**config.mk**
```make
export PLATFORM = sky130hd
export DESIGN_NAME = operand_loader
export DESIGN_NICKNAME = d
export VERILOG_FILES = /design/src/rtl/operand_loader.sv
export SDC_FILE = /design/constraint.sdc
export NUM_CORES = 1
export LEC_CHECK = 0
export ABC_CLOCK_PERIOD_IN_PS = 2760
export BUFFER_PORTS_ARGS = -buffer_cell sky130_fd_sc_hd__buf_4
export CORE_ASPECT_RATIO = 0.6
export CORE_MARGIN = 4
export CORE_UTILIZATION = 57
export DETAILED_ROUTE_END_ITERATION = 6
export GPL_ROUTABILITY_DRIVEN = 0
export GPL_TIMING_DRIVEN = 1
export MAX_ROUTING_LAYER = met4
export PLACE_DENSITY_LB_ADDON = 0.1
export SLEW_MARGIN = 20
export SYNTH_ARGS = -nofsm -noshare
export SYNTH_HDL_FRONTEND = slang
export SYNTH_SLANG_ARGS = --single-unit
```
**constraint.sdc**
```tcl
create_clock -name CLK -period 2.76 [get_ports CLK]
set_clock_uncertainty 0.1 [all_clocks]
set_input_delay 0.414 -clock CLK [delete_from_list [all_inputs] [get_ports CLK]]
set_output_delay 0.414 -clock CLK [all_outputs]
set_load 0.01 [all_outputs]
```
**src/rtl/operand_loader.sv**
```systemverilog
// operand_loader: synchronises switches/buttons, debounces buttons, and captures an A/B operand pair on a load press.
// Define OPERAND_LOADER_CIN_EN to add a debounced carry-in toggle button.
module operand_loader #(
  parameter int W         = 4,
  parameter int DB_CYCLES = 16000
) (
  input  logic         CLK,
  input  logic         RST,
  input  logic [W-1:0] sw_a,
  input  logic [W-1:0] sw_b,
  input  logic         btn_load,
  input  logic         btn_clear,
  input  logic         btn_cin,
  output logic [W-1:0] a_out,
  output logic [W-1:0] b_out,
  output logic         cin_out,
  output logic         valid,
  output logic         busy
);

  localparam int CW = $clog2(DB_CYCLES + 1);

  // Button lanes: 0 = load, 1 = clear, 2 = carry toggle (when enabled)
`ifdef OPERAND_LOADER_CIN_EN
  localparam int NB = 3;
`else
  localparam int NB = 2;
`endif

  typedef enum logic [1:0] {IDLE, PULSE, HOLD} state_t;

  state_t          state, next_state;
  logic [W-1:0]    sw_a_meta, sw_a_sync, sw_b_meta, sw_b_sync;
  logic [NB-1:0]   btn_raw, btn_meta, btn_sync;
  logic [NB-1:0]   db, db_q, rise;
  logic [CW-1:0]   cnt [NB];
  logic            cin_rise;
  logic            do_clear, do_load, do_toggle;

`ifdef OPERAND_LOADER_CIN_EN
  assign btn_raw  = {btn_cin, btn_clear, btn_load};
  assign cin_rise = rise[2];
`else
  assign btn_raw  = {btn_clear, btn_load};
  assign cin_rise = 1'b0;
`endif

  always_ff @(posedge CLK or posedge RST) begin
    if (RST) begin
      sw_a_meta <= '0;
      sw_a_sync <= '0;
      sw_b_meta <= '0;
      sw_b_sync <= '0;
      btn_meta  <= '0;
      btn_sync  <= '0;
    end else begin
      sw_a_meta <= sw_a;
      sw_a_sync <= sw_a_meta;
      sw_b_meta <= sw_b;
      sw_b_sync <= sw_b_meta;
      btn_meta  <= btn_raw;
      btn_sync  <= btn_meta;
    end
  end

  // A level change is accepted only after DB_CYCLES consecutive differing samples
  always_ff @(posedge CLK or posedge RST) begin
    if (RST) begin
      db   <= '0;
      db_q <= '0;
      for (int i = 0; i < NB; i++) cnt[i] <= '0;
    end else begin
      db_q <= db;
      for (int i = 0; i < NB; i++) begin
        if (btn_sync[i] == db[i]) begin
          cnt[i] <= '0;
        end else if (cnt[i] == CW'(DB_CYCLES - 1)) begin
          db[i]  <= ~db[i];
          cnt[i] <= '0;
        end else begin
          cnt[i] <= cnt[i] + CW'(1);
        end
      end
    end
  end

  assign rise = db & ~db_q;

  always_ff @(posedge CLK or posedge RST) begin
    if (RST) state <= IDLE;
    else     state <= next_state;
  end

  always_comb begin
    next_state = state;
    do_clear   = 1'b0;
    do_load    = 1'b0;
    do_toggle  = 1'b0;
    case (state)
      IDLE: begin
        if (rise[1]) begin
          do_clear   = 1'b1;
          next_state = PULSE;
        end else if (rise[0]) begin
          do_load    = 1'b1;
          next_state = PULSE;
        end else if (cin_rise) begin
          do_toggle  = 1'b1;
          next_state = PULSE;
        end
      end
      PULSE:   next_state = HOLD;
      HOLD:    if (db == '0) next_state = IDLE;
      default: next_state = IDLE;
    endcase
  end

  always_ff @(posedge CLK or posedge RST) begin
    if (RST) begin
      a_out <= '0;
      b_out <= '0;
      valid <= 1'b0;
      busy  <= 1'b0;
    end else begin
      valid <= (next_state == PULSE);
      busy  <= (next_state != IDLE);
      if (do_clear) begin
        a_out <= '0;
        b_out <= '0;
      end else if (do_load) begin
        a_out <= sw_a_sync;
        b_out <= sw_b_sync;
      end
    end
  end

`ifdef OPERAND_LOADER_CIN_EN
  always_ff @(posedge CLK or posedge RST) begin
    if (RST)            cin_out <= 1'b0;
    else if (do_clear)  cin_out <= 1'b0;
    else if (do_toggle) cin_out <= ~cin_out;
  end
`else
  logic unused_cin;
  assign unused_cin = btn_cin ^ do_toggle;
  assign cin_out    = 1'b0;
`endif

endmodule

```
==> flow_summary.yaml, run 1 <==
outcome:
  status: "finished, final reports clean"
timing:
  min_period_ns: 1.95
  period_share_pct: 70.6
  rsz0062_at_grt: "false"
  finalSetupViolCount: 0
  clock.fmax_mhz: 513
  drv_slew: 0
  fin_tns_setup_ns: 0
  slew_headroom_pct: 48.7
  hold_viol: 0
  worstMarginPinSlew_ns: 0.769
layout:
  nFillCells: 285
  finish.instance_area_um2: 2960
  mostFrequentLayoutCells: "dfrtp_1, nor2_1, nand2_1"
  final_nets: 254
  drive_gt1_share_pct: 20.1
  syn_to_final_growth_pct: 18.2
  antennaDiodeCount: 0
  mostFrequentLayoutCell: "dfrtp_1"
  utilization_pct: 71.0
place:
  dp_hpwl_mm: 2.95
  placed_area_um2: 2710
  io_buffers: 21
critical_path:
  r2r_slack_ns: 0.81
  critPathMaxFanout: 11
  cp_data_required_time_ns: 2.86
  worstRegToRegCells: 5
  crit_type: "flip-flop to flip-flop"
  worstReg2RegStart: "cnt[14]"
  crit_path_end_kind: "flip-flop"
  r2r-end: "cnt[17]"
  worstPathArrival_ns: 2.04
  cp-start-kind: "flip-flop"
synth:
  synthTopCellsByArea: "dfrtp_1, xor2_1, nor2_1"
  synth_nets: 225
  avgSynthCellArea_um2: 11.9
  synth_top_area_share_pct: 64.0
  yosysWarnings: 0
  synth.largest_area_cell: "dfrtp_1"
  syn_inst: 210
  synth_area_um2: 2500
  seq_area_frac_synth_pct: 64.0
  synth-seq-cells: 64
  synth.distinct_cells: 36
clock_network:
  hold_buffers: 0
  clk_pin_slew_ns: 0.07
  cts_tree: "yes"
  cts_resized: 0
  clock_path_buffers: 2
  h-tree-depth: 3
  cts_made_buffers: 9
  cts_sinks: 64
  cts_setup_buffers: 0
  worstSkewPairLatency_ns: 0.33
  cts-root-buf: "clkbuf_8"
floorplanning:
  ioPinCount: 24
  core-area_um2: 4170
  die_h_um: 59.3
  initial_core_util_pct: 60.1
  chipWidth_um: 93.6
  dieArea_um2: 5550
  fp-row-count: 18
power:
  power.density_nw_per_um2: 671
  p_leak_nw: 1.36
  peakVddDrop_mv: 0.539
route:
  final_antenna_net_count: 0
  wirelength_mm: 4.42
  dr.pass1.iters: 4
  drt_iter0_markers: 78
  post_drt_wl_per_cell_um: 14.5
  route.detailed.drc: 0
  viasPerCell: 5.25
  vias: 1595
global_routing:
  antenna_found_initial: 0
  grt_pass1_vias: 1670
  grt_pass1_wl_mm: 7.58
  track_usage_pct: 19.0
  grt_overflow_total: 0
  grt_max_degree: 65
job:
  cap_violations: 0
hold_path:
  holdPathEnd: "sw_a_meta[1]"
  min-delay-path-class: "input port to flip-flop"
  hold_start: "sw_a[1]"
  worstHoldPathCells: 1
worst max-delay path: stages (launching register included):
cell and delay (ns):
dfrtp_1 0.40, ha_1 0.27, nand4_2 0.18, nor4_2 0.35
or2_1 0.41, nor2_1 0.10
per-layer routing:
metal	part of all wire, %	global-route usage, %	vias to the layer above
met2	47	29.1	39
met5	0	-	-
li1	-	-	763
met4	1.9	7.41	0
met1	46	23.0	779
met3	5.6	7.49	14
cells in the mapped netlist:
cell / number
nor2_1: 29
or2_2: 1
or3b_1: 1
or2_1: 2
and4_4: 1
clkbuf_1: 1
a21o_1: 2
or4b_1: 1
inv_1: 5
nor4_1: 2
o21ai_0: 1
nand2b_1: 1
xnor2_1: 11
nand3_1: 9
and4_2: 1
a21oi_1: 8
dfrtp_1: 64
o211ai_1: 1
and2_1: 2
nand4_1: 7
xor2_1: 15
nor2_2: 1
nor4b_4: 1
nor4_2: 1
ha_1: 2
nor3_2: 1
conb_1: 1
nor3b_1: 1
nand2_1: 23
nand4_2: 1
buf_4: 2
and4_1: 4
nor3_1: 3
mux2_2: 2
nand3_2: 1
buf_6: 1
through the flow:
stage	hold slack, ns	total power, mW	std cells	setup slack [ns]
finish	0.0854	1.99	304	0.812
floorplan	0.231	1.02	210	0.648
CTS	0.0684	2.00	304	0.789
global placement	0.233	1.04	288	0.887
global route	0.0656	2.06	304	0.640
detailed placement	0.235	1.05	288	0.818
how the worst max path moves through the flow:
stage	endpoint	cells after the start	startpoint	slack, ns
after global placement	cnt[26]	5	cnt[14]	0.89
after global routing	cnt[24]	5	cnt[14]	0.64
after CTS	cnt[27]	5	cnt[14]	0.79
final	cnt[17]	5	cnt[14]	0.81
after floorplan	a_out[0]	1	RST	0.65
after detailed placement	cnt[17]	5	cnt[14]	0.82
cell type report:
class | instances | area (um^2) | share of cell area (%)
clock buffer | 11 | 141 | 4.78
clock inverter | 5 | 104 | 3.51
inverter | 5 | 18.8 | 0.634
multi-input combinational | 137 | 853 | 28.8
sequential | 64 | 1600 | 54.1
tap | 60 | 75.1 | 2.54
timing repair buffer | 22 | 165 | 5.58
kinds of logic after synthesis:
logic type,after synthesis,synth area share (%)
flops,64,64.0
other cells,1,0.150
mux,2,0.899
simple gates,94,20.2
buf+inv,9,1.95
fa+ha+maj,2,0.999
xor+xnor,26,9.10
compound gates,12,2.70
power by group:
part	switching, mW	leakage [nW]	internal, mW
registers	0.0134	0.843	0.960
clock network	0.335	0.124	0.625
logic	0.0336	0.398	0.0195
state kept, by name, summed over array words and instances, names as in the netlist:
signal     cells
db             2
a_out          4
btn_sync       2
cnt           28
b_out          4
busy           1
sw_b_meta      4
btn_meta       2
state          2
sw_a_meta      4
sw_a_sync      4
valid          1
db_q           2
sw_b_sync      4
Note: power is estimated with default switching activity, not from simulation.
==> run 2, diff against run 1 <==
- ABC_CLOCK_PERIOD_IN_PS: 2760 -> 1600
- CORE_UTILIZATION: 57 -> 52
- clock period: 2.76 -> 1.6 ns (I/O delays scaled with it)
==> flow_summary.yaml, run 2 (synthesis gave the netlist of run 1 again) <==
outcome:
  status: "finished, final reports clean"
power:
  p_leak_nw: 1.55
  peakVddDrop_mv: 0.674
  power.density_nw_per_um2: 993
hold_path:
  min-delay-path-class: "flip-flop to flip-flop"
floorplanning:
  fp-row-count: 19
  die_h_um: 61.7
  initial_core_util_pct: 54.3
  chipWidth_um: 97.6
  core-area_um2: 4610
  ioPinCount: 24
  dieArea_um2: 6030
layout:
  mostFrequentLayoutCell: "dfrtp_1"
  register_area_um2: 1600
  antennaDiodeCount: 0
  mostFrequentLayoutCells: "dfrtp_1, buf_4, nand2_1"
  drive_gt1_share_pct: 31.9
  syn_to_final_growth_pct: 33.8
  final_nets: 292
  top_register: "cnt"
  utilization_pct: 72.6
  largest_register_ffs: 28
  nFillCells: 334
  multi_input_area_um2: 932
timing:
  hold_viol: 0
  finalSetupViolCount: 0
  holdWs_ns: 0.249
  period_share_pct: 99.9
  drv_slew: 0
  min_period_ns: 1.60
  clock.fmax_mhz: 626
  rsz0062_at_grt: "true"
critical_path:
  crit_path_end_kind: "flip-flop"
  crit_type: "flip-flop to flip-flop"
  critPathMaxFanout: 4
  cp_data_required_time_ns: 1.73
  worstPathArrival_ns: 1.73
  cp-start-kind: "flip-flop"
route:
  vias: 1737
  final_antenna_net_count: 0
  post_drt_wl_per_cell_um: 14.2
  drt_iter0_markers: 77
  dr.pass1.iters: 4
  route.detailed.drc: 0
  viasPerCell: 5.03
  wirelength_mm: 4.91
clock_network:
  worstSkewPairLatency_ns: 0.34
  h-tree-depth: 3
  cts-root-buf: "clkbuf_8"
  clock_path_buffers: 2
  clk_pin_slew_ns: 0.07
  cts_made_buffers: 9
  cts_tree: "yes"
  cts_sinks: 64
place:
  dp_hpwl_mm: 3.29
  io_buffers: 21
global_routing:
  grt_overflow_total: 0
  grt_max_degree: 51
  grt_pass1_wl_mm: 8.57
  antenna_found_initial: 0
  track_usage_pct: 19.4
  grt_pass1_vias: 1856
job:
  cap_violations: 0
==> run 2: cell types whose count changed in the layout (fill, tap and decap cells not counted), moves of 2 or more <==
cell	change
buf_4	+23
dlygate4sd3_1	+11
nor2_1	-9
nor2_2	+9
buf_6	+3
clkinvlp_4	+2
ha_1	-2
nor4_1	-2
==> run 2: area by class of cell <==
type | instances | area share [%]
Tap cell | 63 | 2.35
Sequential cell | 64 | 47.8
Timing Repair Buffer | 60 | 15.0
Clock inverter | 5 | 2.43
Multi-Input combinational cell | 137 | 27.8
Clock buffer | 11 | 3.92
Inverter | 5 | 0.672
==> run 2: through the flow <==
stage / cell area [um^2] / instances / setup slack (ns) / setup TNS [ns] / power [mW]
6_report: 3350 / 345 / 0.00217 / 0 / 3.33
5_1_grt: 3350 / 345 / -0.106 / -0.561 / 3.45
4_1_cts: 3280 / 345 / 0.00223 / 0 / 3.35
3_5_place_dp: 2940 / 318 / -0.0190 / -0.0514 / 1.84
3_3_place_gp: 2940 / 318 / 0.0342 / 0 / 1.83
2_1_floorplan: 2510 / 210 / 0.00947 / 0 / 1.77
==> run 2: timing repair <==
item                       in CTS  in global routing
pin swaps                       1                  6
resized for setup               2                 19
hold buffers                   11                  0
hold endpoints to repair       24                  0
setup endpoints to repair      12                 24
buffers inserted                0                  0
==> run 2: worst paths after layout <==
check / startpoint / endpoint / slack [ns] / depth (start not counted)
hold reg to reg: btn_meta[1] / btn_sync[1] / 0.25 / 0
hold / removal: btn_meta[1] / btn_sync[1] / 0.25 / 0
min in group asynchronous: RST / cnt[9] / 0.33 / 3
setup / recovery: cnt[14] / cnt[27] / 0.002 / 5
max in group asynchronous: RST / cnt[18] / 0.53 / 4
setup reg to reg: cnt[14] / cnt[27] / 0.002 / 5
==> run 2: layer usage <==
layer	wire [um]	track usage (%)	vias to the layer above	share of wire (%)
li1	-	-	835	-
met1	2270	23.4	862	46
met2	2340	30.9	30	48
met3	235	7.25	10	4.8
met4	68	7.10	0	1.4
met5	0	-	-	0
==> run 2: worst max-delay path, stage by stage, from the launching register on <==
cell and delay, ns:
dfrtp_1 0.39, buf_4 0.15, nand4_1 0.29, nor4_2 0.32, xnor2_1 0.18, nor2_2 0.06
==> run 2: where the power goes <==
part	internal (mW)	total, mW	switching [mW]
logic	0.0858	0.166	0.0807
clock network	0.878	1.48	0.606
registers	1.66	1.68	0.0199
